File: src/rtl/multicycle_control.sv
// Multi-cycle MIPS control FSM: fetch/decode/execute/memory/write-back sequencing,
// memory wait-state stretching, multi-cycle MUL hold and a sticky illegal-instruction trap.
module multicycle_control #(
    parameter int unsigned INSTR_W     = 32,
    parameter int unsigned MUL_LATENCY = 4,
    parameter logic [5:0]  OP_LW       = 6'b001000,
    parameter logic [5:0]  OP_SW       = 6'b001001,
    parameter logic [5:0]  OP_RTYPE    = 6'b000111,
    parameter logic [5:0]  FN_ADD      = 6'b100000,
    parameter logic [5:0]  FN_SUB      = 6'b100010,
    parameter logic [5:0]  FN_AND      = 6'b100100,
    parameter logic [5:0]  FN_OR       = 6'b100101,
    parameter logic [5:0]  FN_MUL      = 6'b110010
) (
    input  logic               clk,
    input  logic               rst,
    input  logic [INSTR_W-1:0] instructionIn,
    input  logic               mem_ready,
    output logic               pc_write,
    output logic               ir_write,
    output logic               mem_read,
    output logic               mem_write,
    output logic               reg_write,
    output logic               reg_dst,
    output logic               mem_to_reg,
    output logic               alu_src_b,
    output logic [2:0]         alu_op,
    output logic               mul_start,
    output logic               illegal,
    output logic [2:0]         state
);

    typedef enum logic [2:0] {
        StFetch  = 3'd0,
        StDecode = 3'd1,
        StExec   = 3'd2,
        StMem    = 3'd3,
        StWb     = 3'd4,
        StMulw   = 3'd5,
        StTrap   = 3'd6
    } state_e;

    localparam int unsigned CntW = (MUL_LATENCY > 1) ? $clog2(MUL_LATENCY) : 1;
    localparam logic [CntW-1:0] CntLast = CntW'(MUL_LATENCY - 1);

    state_e          state_q, state_d;
    logic [CntW-1:0] cnt_q, cnt_d;
    logic [5:0]      op_q, op_d;
    logic [5:0]      fn_q, fn_d;
    logic            illegal_q, illegal_d;

    logic [5:0] opcode;
    logic [5:0] funct;
    assign opcode = instructionIn[INSTR_W-1 -: 6];
    assign funct  = instructionIn[5:0];

    // Middle instruction bits (register fields, immediate) are datapath-only.
    logic unused_instr;
    assign unused_instr = ^instructionIn[INSTR_W-7:6];

    function automatic logic is_alu_fn(input logic [5:0] fn);
        return (fn == FN_ADD) || (fn == FN_SUB) || (fn == FN_AND) || (fn == FN_OR);
    endfunction

    function automatic logic [2:0] alu_code(input logic [5:0] fn);
        logic [2:0] code;
        code = 3'b000;
        if (fn == FN_SUB) code = 3'b001;
        if (fn == FN_AND) code = 3'b010;
        if (fn == FN_OR)  code = 3'b011;
        return code;
    endfunction

    // Next-state, MUL counter, decode register and trap flag.
    always_comb begin
        state_d   = state_q;
        cnt_d     = cnt_q;
        op_d      = op_q;
        fn_d      = fn_q;
        illegal_d = illegal_q;
        case (state_q)
            StFetch: begin
                if (mem_ready) state_d = StDecode;
            end
            StDecode: begin
                op_d = opcode;
                fn_d = funct;
                if (opcode == OP_LW || opcode == OP_SW) begin
                    state_d = StExec;
                end else if (opcode == OP_RTYPE && is_alu_fn(funct)) begin
                    state_d = StExec;
                end else if (opcode == OP_RTYPE && funct == FN_MUL) begin
                    state_d = StMulw;
                    cnt_d   = '0;
                end else begin
                    state_d   = StTrap;
                    illegal_d = 1'b1;
                end
            end
            StExec: begin
                state_d = (op_q == OP_LW || op_q == OP_SW) ? StMem : StWb;
            end
            StMulw: begin
                if (cnt_q == CntLast) state_d = StWb;
                else                  cnt_d   = cnt_q + 1'b1;
            end
            StMem: begin
                if (mem_ready) state_d = (op_q == OP_SW) ? StFetch : StWb;
            end
            StWb:    state_d = StFetch;
            StTrap:  state_d = StTrap;
            default: state_d = StFetch;
        endcase
    end

    // State and control registers with synchronous reset.
    always_ff @(posedge clk) begin
        if (rst) begin
            state_q   <= StFetch;
            cnt_q     <= '0;
            op_q      <= '0;
            fn_q      <= '0;
            illegal_q <= 1'b0;
        end else begin
            state_q   <= state_d;
            cnt_q     <= cnt_d;
            op_q      <= op_d;
            fn_q      <= fn_d;
            illegal_q <= illegal_d;
        end
    end

    // Datapath strobes; all forced low while reset is held.
    always_comb begin
        pc_write   = 1'b0;
        ir_write   = 1'b0;
        mem_read   = 1'b0;
        mem_write  = 1'b0;
        reg_write  = 1'b0;
        reg_dst    = 1'b0;
        mem_to_reg = 1'b0;
        alu_src_b  = 1'b0;
        alu_op     = 3'b000;
        mul_start  = 1'b0;
        illegal    = 1'b0;
        state      = 3'd0;
        if (!rst) begin
            state   = state_q;
            illegal = illegal_q;
            case (state_q)
                StFetch: begin
                    mem_read = 1'b1;
                    // IR/PC load is Mealy so it lands in the cycle memory completes.
                    ir_write = mem_ready;
                    pc_write = mem_ready;
                end
                StExec: begin
                    if (op_q == OP_LW || op_q == OP_SW) alu_src_b = 1'b1;
                    else                                alu_op    = alu_code(fn_q);
                end
                StMulw: begin
                    alu_op    = 3'b100;
                    mul_start = (cnt_q == '0);
                end
                StMem: begin
                    mem_read  = (op_q == OP_LW);
                    mem_write = (op_q == OP_SW);
                end
                StWb: begin
                    reg_write  = 1'b1;
                    reg_dst    = (op_q == OP_RTYPE);
                    mem_to_reg = (op_q == OP_LW);
                end
                default: ;
            endcase
        end
    end

endmodule

File: config.mk
export PLATFORM = sky130hd
export DESIGN_NAME = multicycle_control
export DESIGN_NICKNAME = d
export VERILOG_FILES = /design/src/rtl/multicycle_control.sv
export SDC_FILE = /design/constraint.sdc
export NUM_CORES = 1
export LEC_CHECK = 0
export ABC_AREA = 0
export BUFFER_PORTS_ARGS = -buffer_cell sky130_fd_sc_hd__clkbuf_2
export CAP_MARGIN = 10
export CORE_UTILIZATION = 46
export DETAILED_ROUTE_END_ITERATION = 8
export GPL_TIMING_DRIVEN = 0
export PLACE_DENSITY = 0.78
export SYNTH_ARGS = -nofsm -noshare
export SYNTH_HDL_FRONTEND = slang
export SYNTH_SLANG_ARGS = --single-unit
File: constraint.sdc
create_clock -name clk -period 1.9 [get_ports clk]
set_input_delay 0.38 -clock clk [delete_from_list [all_inputs] [get_ports clk]]
set_output_delay 0.38 -clock clk [all_outputs]
set_load 0.005 [all_outputs]
## After elaboration in Yosys (flattened, before gate mapping)

Index checks and enable logic that the tools add are counted.

| storage, ports and cells | value |
|---|---|
| bits in registers | 18 |
| latch bits | 0 |
| bits in writable memories | 0 |
| ROM bits | 0 |
| output and inout bits | 16 |
| memories | 0 |

| operators by class | value |
|---|---|
| add/sub/neg operators | 1 |
| multipliers | 0 |
| divide/modulo/power cells | 0 |
| $lt $le $gt $ge | 0 |
| eq/ne operators | 28 |
| shift-type cells | 0 |
| mux-type cells | 39 |
| bitwise operators | 3 |
| reduce and logical (&&, ||, !) cells | 13 |

Operator list:

| cell | count |
|---|---|
| $eq 6x6->1 const B | 8 |
| $mux 3 | 12 |
| $eq 6x4->1 const B | 4 |
| $mux 1 | 18 |
| $pmux 3 s6 | 1 |
| $ne 2x2->1 const B | 7 |
| $eq 6x3->1 const B | 2 |
| $mux 2 | 5 |
| $eq 3x3->1 const B | 3 |
| $eq 3x2->1 const B | 2 |
| $pmux 3 s2 | 1 |
| $logic_or 1x1->1 | 5 |
| $reduce_and 5->1 | 1 |
| $pmux 2 s2 | 1 |
| $reduce_and 4->1 | 1 |
| $eq 3x1->1 const B | 1 |
| $logic_not 3->1 | 1 |
| $not 1->1 | 3 |
| $reduce_and 3->1 | 1 |
| $add 2x1->2 const B | 1 |
| $eq 2x2->1 const B | 1 |
| $logic_and 1x1->1 | 2 |
| $logic_not 2->1 | 1 |
| $pmux 1 s2 | 1 |
| $reduce_bool 2->1 | 1 |

## Longest topological paths before layout

Gate-level depths: netlist of run 1.

| logic depth | value |
|---|---|
| word-level depth | 8 |
| depth in mapped cells | 5 |
| depth with buffers taken out | 5 |

## Worst setup path after synthesis of run 1

Ideal clock, no wire load.

| timing | value |
|---|---|
| path type | reg2out |
| from | register state_q[2] |
| to | output port pc_write |
| arrival time | 1.201 ns |
| data required time | 1.520 ns |
| slack | 0.319 ns |
| stages on the path, launching flop included | 5 |
| buffers on the path | 2 |
| path through | dfxtp_1 > buf_4 > or2_1 > nor4_1 > buf_4 |

| between the ends | value |
|---|---|
| cells in the longest elaborated chain, start to end | 3 |

RTL lines:

| what | line | text |
|---|---|---|
| start: declaration | 46 | `state_e state_q, state_d;` |
| start signal: assignment | 119 | `state_q <= StFetch;` |
| start signal: assignment | 125 | `state_q <= state_d;` |
| $logic_not 3->1 | -- |  |
| $mux 1 (2 in series) | -- |  |
| end: declaration | 19 | `output logic pc_write,` |

No other way between the ends.

## Final worst setup path of run 1

| timing | value |
|---|---|
| from | register op_q[4] |
| to | output port mem_read |

| between the ends | value |
|---|---|
| cells in the longest elaborated chain, start to end | 3 |

RTL lines:

| what | line | text |
|---|---|---|
| start: declaration | 48 | `logic [5:0] op_q, op_d;` |
| start signal: assignment | 127 | `op_q <= op_d;` |
| $eq 6x4->1 | 166 | `mem_read = (op_q == OP_LW);` |
| $pmux 1 s2 | 150 | `case (state_q)` |
| $mux 1 | 147 | `if (!rst) begin` |
| end: declaration | 21 | `output logic mem_read,` |

No other way between the ends.

==> results of run 1 <==
==> worst min-delay path: stages <==
cell and delay [ns]:
clkbuf_2 0.09, nand2_1 0.05, a21oi_1 0.05
==> layout make-up <==
cell class / instances / area, um^2 / area share [%]
clock buffers: 4 / 36.3 / 2.56
well taps: 28 / 35.0 / 2.47
multi-input cells: 106 / 711 / 50.2
inverters: 9 / 33.8 / 2.39
plain buffers: 8 / 51.3 / 3.62
repair buffers: 34 / 180 / 12.7
flip-flops and latches: 18 / 369 / 26.1
==> flip-flops by register name (all words and copies together), names as in the netlist <==
signal	cells
illegal_q	1
fn_q	6
state_q	3
cnt_q	2
op_q	6
==> synth_stat cells, drive strengths merged, types with 3 or more instances <==
| master | instances | share of area (%) |
|---|---|---|
| nor3 | 4 | 2.2 |
| nor2 | 8 | 2.6 |
| a21oi | 16 | 7.3 |
| buf | 6 | 4.2 |
| nand4b | 3 | 2.3 |
| dfxtp | 18 | 31 |
| nor4 | 4 | 3.5 |
| a31oi | 3 | 1.6 |
| clkbuf | 3 | 0.98 |
| o21ai | 13 | 5.7 |
| inv | 9 | 3.0 |
| nand2b | 5 | 3.4 |
| nand2 | 16 | 5.5 |
==> metal layers <==
| metal | wire [um] | GRT usage [%] | part of all wire (%) |
|---|---|---|---|
| met1 | 1240 | 29.7 | 43 |
| met4 | 63 | 11.7 | 2.2 |
| met2 | 1440 | 41.5 | 49 |
| met5 | 0 | 0 | 0 |
| met3 | 173 | 3.22 | 5.9 |
==> worst max-delay path by stage <==
| stage | from | end | slack (ns) | cells after the start |
|---|---|---|---|---|
| final | op_q[4]$_SDFFE_PP0P_ | mem_read | -0.05 | 5 |
| after global routing | op_q[4]$_SDFFE_PP0P_ | mem_read | -0.15 | 5 |
| after global placement | rst | pc_write | 0.09 | 5 |
| after floorplan | state_q[2]$_SDFFE_PP0P_ | pc_write | 0.32 | 4 |
| after detailed placement | rst | pc_write | 0.06 | 5 |
| after CTS | state_q[0]$_SDFFE_PP0P_ | alu_op[1] | -0.01 | 6 |
==> stage by stage <==
| step | setup WS, ns | cell area [um^2] | std cells | setup TNS, ns |
|---|---|---|---|---|
| 2_1_floorplan | 0.319 | 1140 | 142 | 0 |
| 3_3_place_gp | 0.0945 | 1330 | 200 | 0 |
| 3_5_place_dp | 0.0622 | 1330 | 200 | 0 |
| 4_1_cts | -0.0115 | 1410 | 207 | -0.0136 |
| 5_1_grt | -0.150 | 1420 | 207 | -0.564 |
| 6_report | -0.0523 | 1420 | 207 | -0.0889 |
==> power by group through the flow <==
stage / clock network [mW] / logic, mW / registers (mW)
4_1_cts: 0.242 / 0.817 / 0.582
6_report: 0.246 / 0.838 / 0.589
3_3_place_gp: 0 / 0.740 / 0.562
5_1_grt: 0.267 / 0.922 / 0.601
2_1_floorplan: 0 / 0.579 / 0.550
3_5_place_dp: 0 / 0.755 / 0.568
==> what timing repair did <==
item	4_1_cts	5_1_grt
setup buffers	4	0
resized for setup	9	3
pin swaps	6	1
endpoints found under the setup margin	7	6
==> logic make-up after synthesis <==
logic type	synth area share, %
AO/OA/AOI/OAI	23.3
adder cells (fa/ha/maj)	2.19
buffers and inverters	8.09
flip-flops	31.5
multiplexers	1.75
AND/OR/NAND/NOR	33.2
==> metrics, run 1 <==
Reg2Reg Launch Point state_q[2]$_SDFFE_PP0P_; clock network power share 14.7%; largest net degree at the start of global routing 12; Worst EP arrival between 1.5 and 2 ns; crit-path max FO 3; net load switching power 0.686 mW; Seq cells post-synth 18; Post-route DRC 0; Mapped Area 1140 um^2; FMAX a little over 0.5 GHz; gr ovfl total 0; status finished, violations left; # rows 17; Hold WS 0.286 ns; Final Net Count 217; Final Max Slew Viols 0; Root Buffer Master clkbuf_4; most frequent cells in the layout clkbuf_2 (29), a21oi_1 (15), nand2_1 (15); # hold bufs at CTS 0; Vias about 1200; final core occ 62.2%; die area 2690 um^2; Die Wd 51.9 um; Skew-Pair Late Insertion Delay 0.31 ns; final worst path period share 103%; Hold Path Class input port to register; die height around 52 um; Syn Inst Count between 100 and 150; Placer Congestion 0.824; vias in the first global route between 1000 and 1500; endpoints failing hold 0; core area roughly 2300 um^2; DR WL/cell 14.1 um; Sw Ratio 41.0%; RSZ-0062 raised after global routing yes; hold-critical path endpoint fn_q[3]$_SDFFE_PP0P_; all-layer global routing usage 24.3%; register clock-pin slew on the reported worst setup and hold paths between 0.1 and 0.15 ns; FF-to-FF End state_q[2]$_SDFFE_PP0P_; reg-to-reg slack, setup 0.40 ns; HP Start instructionIn[3]; most common cell after layout, fill and taps aside clkbuf_2; Synth Area per Inst ~8 um^2; Pleak just under 0.6 nW; Tmin final 1.95 ns; initial antenna violation count 0; depth of the CTS H-tree 1; register area share after synthesis a little under a third; yosys warns 0; max incr delay on CP 0.35 ns; I/O Buffers 30; hold-critical path depth 3; Startpoint Class register; synth unique cells 50; peak supply drop 728 uV; Comb pwr share 50.1%; PD cells 1180 nW/um^2; Post-synth EDFFs 0; global-route wire length before repair 4840 um; Req. time, crit path roughly 1.5 ns; I/O Pins between 50 and 60; critical path's slowest cell dfxtp_2; final wirelength 2910 um; Worst setup EP type output port; Post-synth ARST share 0%; crit-path leading delay family simple AND/OR/NAND/NOR gates; Initial Utilization 50.3%; Synth Flop Type dfxtp_1; fin worst setup slack -0.0523 ns; area growth from synthesis to layout 23.7%; worst-margin pin slew ~0.50 ns; CTS Buffer Depth 2; ANT nets after route 0; ant diodes 0; first drt pass iteration count 4; FILL cells 189; CTS tree built; CTS Sinks 18; critical path class register to output port; MaxCap Viol Count 0; worst path bufs/invs 1; critical-path cell list nor4_4, nand2_2, o31a_1, nor3_2, clkbuf_2; final clock skew 0.00538 ns; Via-to-Cell Ratio 5.74; failing checks negative setup slack; Pwr Total 1.67 mW; Slew HR 66.4%; # setup viols final 2; Reg2Reg Depth 5; Sequential Power Share a little over a third; 1st-iter DRT viols 32; DP HPWL approximately 2100 um; internal power 0.987 mW; Syn Nets 179; layout cells sized above 1 around 37%; TritonCTS buffer count 3
Power figures use the tool's default switching activity.
==> inputs of run 2 (changes only) <==
--- a/config.mk
+++ b/config.mk
@@ -9,6 +9,7 @@
 export BUFFER_PORTS_ARGS = -buffer_cell sky130_fd_sc_hd__clkbuf_2
 export CAP_MARGIN = 10
 export CORE_UTILIZATION = 46
+export CTS_BUF_LIST = sky130_fd_sc_hd__clkbuf_16
 export DETAILED_ROUTE_END_ITERATION = 8
 export GPL_TIMING_DRIVEN = 0
 export PLACE_DENSITY = 0.78
==> run 2 against run 1 <==
  * The run now ends clean
  * Routed wire length up 2.2%
  * Sequential share of layout area fell by 0.52 points
  * Global-route usage rose by 0.11 points
  * Combinational power shrank 2%
  * Critical path type is now input port to output port
  * Highest routed layer unchanged
==> metrics, run 2 (synthesized netlist as in run 1, its figures left out) <==
Worst setup EP type output port; MaxCap Viol Count 0; CTS Sinks 18; gr ovfl total 0; CTS Buffer Depth 2; final instance area about 1500 um^2; final worst path period share a little over nine tenths; area growth from synthesis to layout 26.7%; final clock skew ~0.0032 ns; crit-path max FO 10; DR WL/cell 14.4 um; biggest regs fn_q (6), op_q (6), state_q (3); # rows 17; FMAX 0.534 GHz; Via-to-Cell Ratio around 5.8; Initial Utilization 50.3%; Hold Path Class input port to register; Root Buffer Master clkbuf_16; Slew HR 64.3%; layout cells sized above 1 34.1%; Skew-Pair Late Insertion Delay 0.25 ns; Pleak slightly above 0.6 nW; global-route wire length before repair about 4800 um; PD cells around 1300 nW/um^2; register clock-pin slew on the reported worst setup and hold paths 0.05 ns; Startpoint Class input port; core area approximately 2300 um^2; final wirelength roughly 3000 um; critical path class input port to output port; initial antenna violation count 0; worst-margin pin slew 0.536 ns; vias in the first global route roughly 1100; I/O Buffers 30; Final Max Slew Viols 0; Reg2Reg Launch Point state_q[0]$_SDFFE_PP0P_; ANT nets after route 0; TritonCTS buffer count 3; die area about 2700 um^2; crit path launch rst; first drt pass iteration count 4; CTS tree built; TNS Setup 0 ns; Tmin final 1.87 ns; most common cell after layout, fill and taps aside clkbuf_2; 1st-iter DRT viols 28; Setup crit end pc_write; Req. time, crit path 1.52 ns; most frequent cells in the layout clkbuf_2 (28), a21oi_1 (15), nand2_1 (15); peak supply drop 920 uV; endpoints failing hold 0; Hold WS about 0.35 ns; Placement Cell Area ~1300 um^2; # setup viols final 0; Worst EP arrival 1.49 ns; Placer Congestion around 0.8; all-layer global routing usage 24.4%; largest net degree at the start of global routing 11; ant diodes 0; depth of the CTS H-tree 1; DP HPWL 2140 um; Post-route DRC 0; RSZ-0062 raised after global routing yes; final core occ about 64%; reg-to-reg slack, setup about 0.37 ns; FF-to-FF End state_q[2]$_SDFFE_PP0P_; Reg2Reg Depth 6; Vias 1193; Die Wd 51.9 um; status finished clean; I/O Pins 51; die height 51.9 um; Final Net Count 217
[run 2: final cells by class]
type | count | area (um^2)
Buffer | 8 | 51.3
Clock buffer | 3 | 75.1
Clock inverter | 1 | 3.75
Sequential cell | 18 | 370
Inverter | 9 | 33.8
Fill cell | 185 | 826
Timing Repair Buffer | 34 | 184
Multi-Input combinational cell | 106 | 697
Tap cell | 28 | 35.0
[run 2: repair_timing]
item	CTS	global route
gates resized for setup	4	8
pin swaps	5	6
endpoints found under the setup margin	5	6
hold endpoints to repair	0	0
cloned	0	0
hold buffers	0	0
buffers inserted	3	1
[run 2: per-stage QoR]
step	setup slack (ns)	power, mW	cells
4_1_cts	0.0124	1.82	207
5_1_grt	-0.0438	1.95	207
3_5_place_dp	0.0622	1.32	200
2_1_floorplan	0.319	1.13	142
3_3_place_gp	0.0945	1.30	200
6_report	0.0276	1.84	207
[run 2: layer usage]
layer  GRT usage (%)  part of all wire (%)  vias up
met1            29.4                    43      560
met2            40.6                    50       37
met3            3.80                   5.0        6
li1                -                     -      590
met4            14.0                   2.1        0
met5               0                     0        -
[run 2: power breakdown]
part	internal (mW)	switching [mW]
Sequential	0.485	0.108
Combinational	0.379	0.442
Clock	0.280	0.145
Total	1.14	0.695
[run 2: worst min-delay path by stage]
| stage | startpoint | to | depth (start not counted) |
|---|---|---|---|
| after floorplan | illegal_q$_SDFFE_PP0P_ | illegal_q$_SDFFE_PP0P_ | 2 |
| after global placement | cnt_q[0]$_SDFFE_PP0P_ | cnt_q[0]$_SDFFE_PP0P_ | 1 |
| after detailed placement | illegal_q$_SDFFE_PP0P_ | illegal_q$_SDFFE_PP0P_ | 2 |
| after CTS | instructionIn[3] | fn_q[3]$_SDFFE_PP0P_ | 3 |
| after global routing | instructionIn[3] | fn_q[3]$_SDFFE_PP0P_ | 3 |
| final | instructionIn[3] | fn_q[3]$_SDFFE_PP0P_ | 3 |
[run 2: critical path, stage by stage]
cell and delay, ns:
clkbuf_2 0.13, clkbuf_1 0.27, nor4_1 0.44, buf_4 0.17, clkbuf_2 0.10
==> inputs of run 3 (changes only) <==
--- a/config.mk
+++ b/config.mk
@@ -5,14 +5,16 @@
 export SDC_FILE = /design/constraint.sdc
 export NUM_CORES = 1
 export LEC_CHECK = 0
-export ABC_AREA = 0
+export ABC_AREA = 1
 export BUFFER_PORTS_ARGS = -buffer_cell sky130_fd_sc_hd__clkbuf_2
 export CAP_MARGIN = 10
-export CORE_UTILIZATION = 46
+export CELL_PAD_IN_SITES_DETAIL_PLACEMENT = 0
+export CELL_PAD_IN_SITES_GLOBAL_PLACEMENT = 1
+export CORE_UTILIZATION = 30
 export CTS_BUF_LIST = sky130_fd_sc_hd__clkbuf_16
 export DETAILED_ROUTE_END_ITERATION = 8
 export GPL_TIMING_DRIVEN = 0
-export PLACE_DENSITY = 0.78
+export PLACE_DENSITY_LB_ADDON = 0.1
 export SYNTH_ARGS = -nofsm -noshare
 export SYNTH_HDL_FRONTEND = slang
 export SYNTH_SLANG_ARGS = --single-unit
==> run 3 against run 2 <==
  * First-iteration DRC count grew 100%
  * Via count grew 3.7%
  * Clock power shrank 2%
  * Critical path type is now register to output port
  * Largest cell class unchanged
==> metrics, run 3 <==
Synth Area in XOR/XNOR 0%; # setup viols final 0; Post-route DRC 0; global-route wire length before repair 5070 um; post-synthesis mux area share 0%; Mapped Area roughly 1100 um^2; PD cells between 1000 and 1500 nW/um^2; ant diodes 0; Final Max Slew Viols 0; Slew HR 81.4%; Synth area leaders dfxtp_1 (31%), nand2_1 (13%), nor2_1 (13%), nand3_1 (7.0%), inv_1 (6.5%); depth of the CTS H-tree 1; crit-path max FO 6; gr ovfl total 0; all-layer global routing usage 15.8%; vias in the first global route 1183; biggest regs fn_q (6), op_q (6), state_q (3); FILL cells 423; complex-gate fraction of the synthesized area 10.2%; Reg2Reg Launch Point state_q[1]$_SDFFE_PP0P_; TritonCTS buffer count 3; Skew-Pair Late Insertion Delay between 0.2 and 0.25 ns; Reg2Reg Depth 7; FMAX 0.567 GHz; die area just over 4000 um^2; initial antenna violation count 0; largest net degree at the start of global routing 11; synth unique cells 24; Synth Flop Type dfxtp_1; yosys warns 0; Pleak around 0.7 nW; ANT nets after route 0; most common cell after layout, fill and taps aside nand2_1; Synth Area per Inst 6.11 um^2; DP HPWL between 2000 and 2500 um; Post-synth EDFFs 0; Startpoint Class register; Vias 1237; I/O Buffers 29; Hold Path Class input port to register; Placed Cells 265; most frequent cells in the layout nand2_1 (39), nor2_1 (38), clkbuf_2 (29); Post-synth ARST share 0%; CTS Sinks 18; DR WL/cell 10.6 um; FF-to-FF End op_q[3]$_SDFFE_PP0P_; Syn Nets 225; critical path class register to output port; register clock-pin slew on the reported worst setup and hold paths around 0.05 ns; CTS Buffer Depth 2; Die Wd 63.9 um; Req. time, crit path 1.52 ns; Pwr Total 1.84 mW; reg-to-reg slack, setup roughly 0.64 ns; I/O Pins 51; largest family of logic cells by synthesized area simple AND/OR/NAND/NOR gates; first drt pass iteration count 4; MaxCap Viol Count 0; 1st-iter DRT viols 57; final clock skew 0.00121 ns; final wirelength 2840 um; Via-to-Cell Ratio 4.62; post-synth top area share 31.4%; Root Buffer Master clkbuf_16; Setup crit end alu_op[1]; layout cells sized above 1 25.5%; area growth from synthesis to layout 25.3%; Post-synth top cells nand2_1 (39), nor2_1 (39), inv_1 (20); # rows 22; Final Net Count 259; CTS tree built; Syn Inst Count ~190; Seq cells post-synth 18; RSZ-0062 raised after global routing yes; Initial Utilization 31.4%; Placer Congestion 0.813; die height between 60 and 70 um; status finished clean; Worst EP arrival between 1 and 1.5 ns; peak supply drop 374 uV; final worst path period share 92.9%; post-synthesis simple-gate area fraction 43.4%; crit path launch state_q[0]$_SDFFE_PP0P_; register area share after synthesis 31.4%; Worst setup EP type output port; Synth area leader dfxtp_1; Tmin final 1.76 ns; Post-Synth Adder-Cell Area 2.18%; core area 3660 um^2; endpoints failing hold 0; worst-margin pin slew 0.278 ns; final cell count without fillers 268
==> run 3: changes by cell type in the layout (fill, tap and decap cells not counted), sizes merged, moves of 5 or more <==
cell and change:
buf -6, a21oi -8, nand2 +25, nor2 +35, inv +19, nand3 +15
nand2b -5
==> run 3: cell families (layout without fill, tap and decap cells) <==
family,after synthesis,in the layout
DFF,18,18
AOI/OAI and AO/OA,23,23
and+or+nand+nor,111,111
adders and majority gates,2,2
buffers and inverters,34,66
==> run 3: power breakdown <==
group / total (mW) / switching, mW / internal, mW
combinational: 0.792 / 0.503 / 0.289
clock: 0.415 / 0.138 / 0.277
sequential: 0.630 / 0.115 / 0.515
==> run 3: routing by layer <==
metal	track usage, %	up-vias	wire (um)
li1	-	662	-
met1	19.8	542	1370
met2	27.4	29	1330
met3	2.32	4	108
met4	5.11	0	28
met5	0	-	0
==> run 3: cell type report <==
cell class                      instances  area [um^2]  share of cell area, %
Inverter                               29          109                   7.57
Sequential cell                        18          362                   25.1
Timing Repair Buffer                   29          145                   10.1
Multi-Input combinational cell        136          649                   45.1
Buffer                                  5         38.8                   2.70
Tap cell                               48         60.1                   4.17
Clock buffer                            3         75.1                   5.22
==> run 3: stage by stage <==
stage               util [%]  hold WS [ns]  cell area [um^2]  TNS (ns)  setup WS, ns
floorplan                  -         0.446              1150         0         0.495
global placement        37.0         0.466              1350         0         0.267
detailed placement      37.0         0.470              1350         0         0.259
CTS                     39.0         0.374              1430         0        0.0237
global route            39.3         0.397              1440   -0.0323       -0.0323
finish                  39.3         0.373              1440         0         0.136
==> run 3: how the worst min path moves through the flow <==
stage	to	cells past startpoint	from
6_report	op_q[4]$_SDFFE_PP0P_	3	instructionIn[30]
5_1_grt	op_q[5]$_SDFFE_PP0P_	3	instructionIn[31]
4_1_cts	op_q[4]$_SDFFE_PP0P_	3	instructionIn[30]
3_5_place_dp	fn_q[0]$_SDFFE_PP0P_	2	fn_q[0]$_SDFFE_PP0P_
3_3_place_gp	fn_q[0]$_SDFFE_PP0P_	2	fn_q[0]$_SDFFE_PP0P_
2_1_floorplan	fn_q[0]$_SDFFE_PP0P_	2	fn_q[0]$_SDFFE_PP0P_
==> run 3: worst max-delay path, cell delays in order (launching register included) <==
cell,delay [ns]
dfxtp_1,0.35
inv_2,0.12
nand2_1,0.09
nor2_2,0.13
nand3_1,0.14
nor4_2,0.16
clkbuf_2,0.15
==> run 3: timing repair <==
| action | 4_1_cts | 5_1_grt |
|---|---|---|
| hold buffers | 0 | 0 |
| resized for setup | 0 | 3 |
| setup endpoints to repair | 0 | 3 |
| buffers inserted | 0 | 0 |
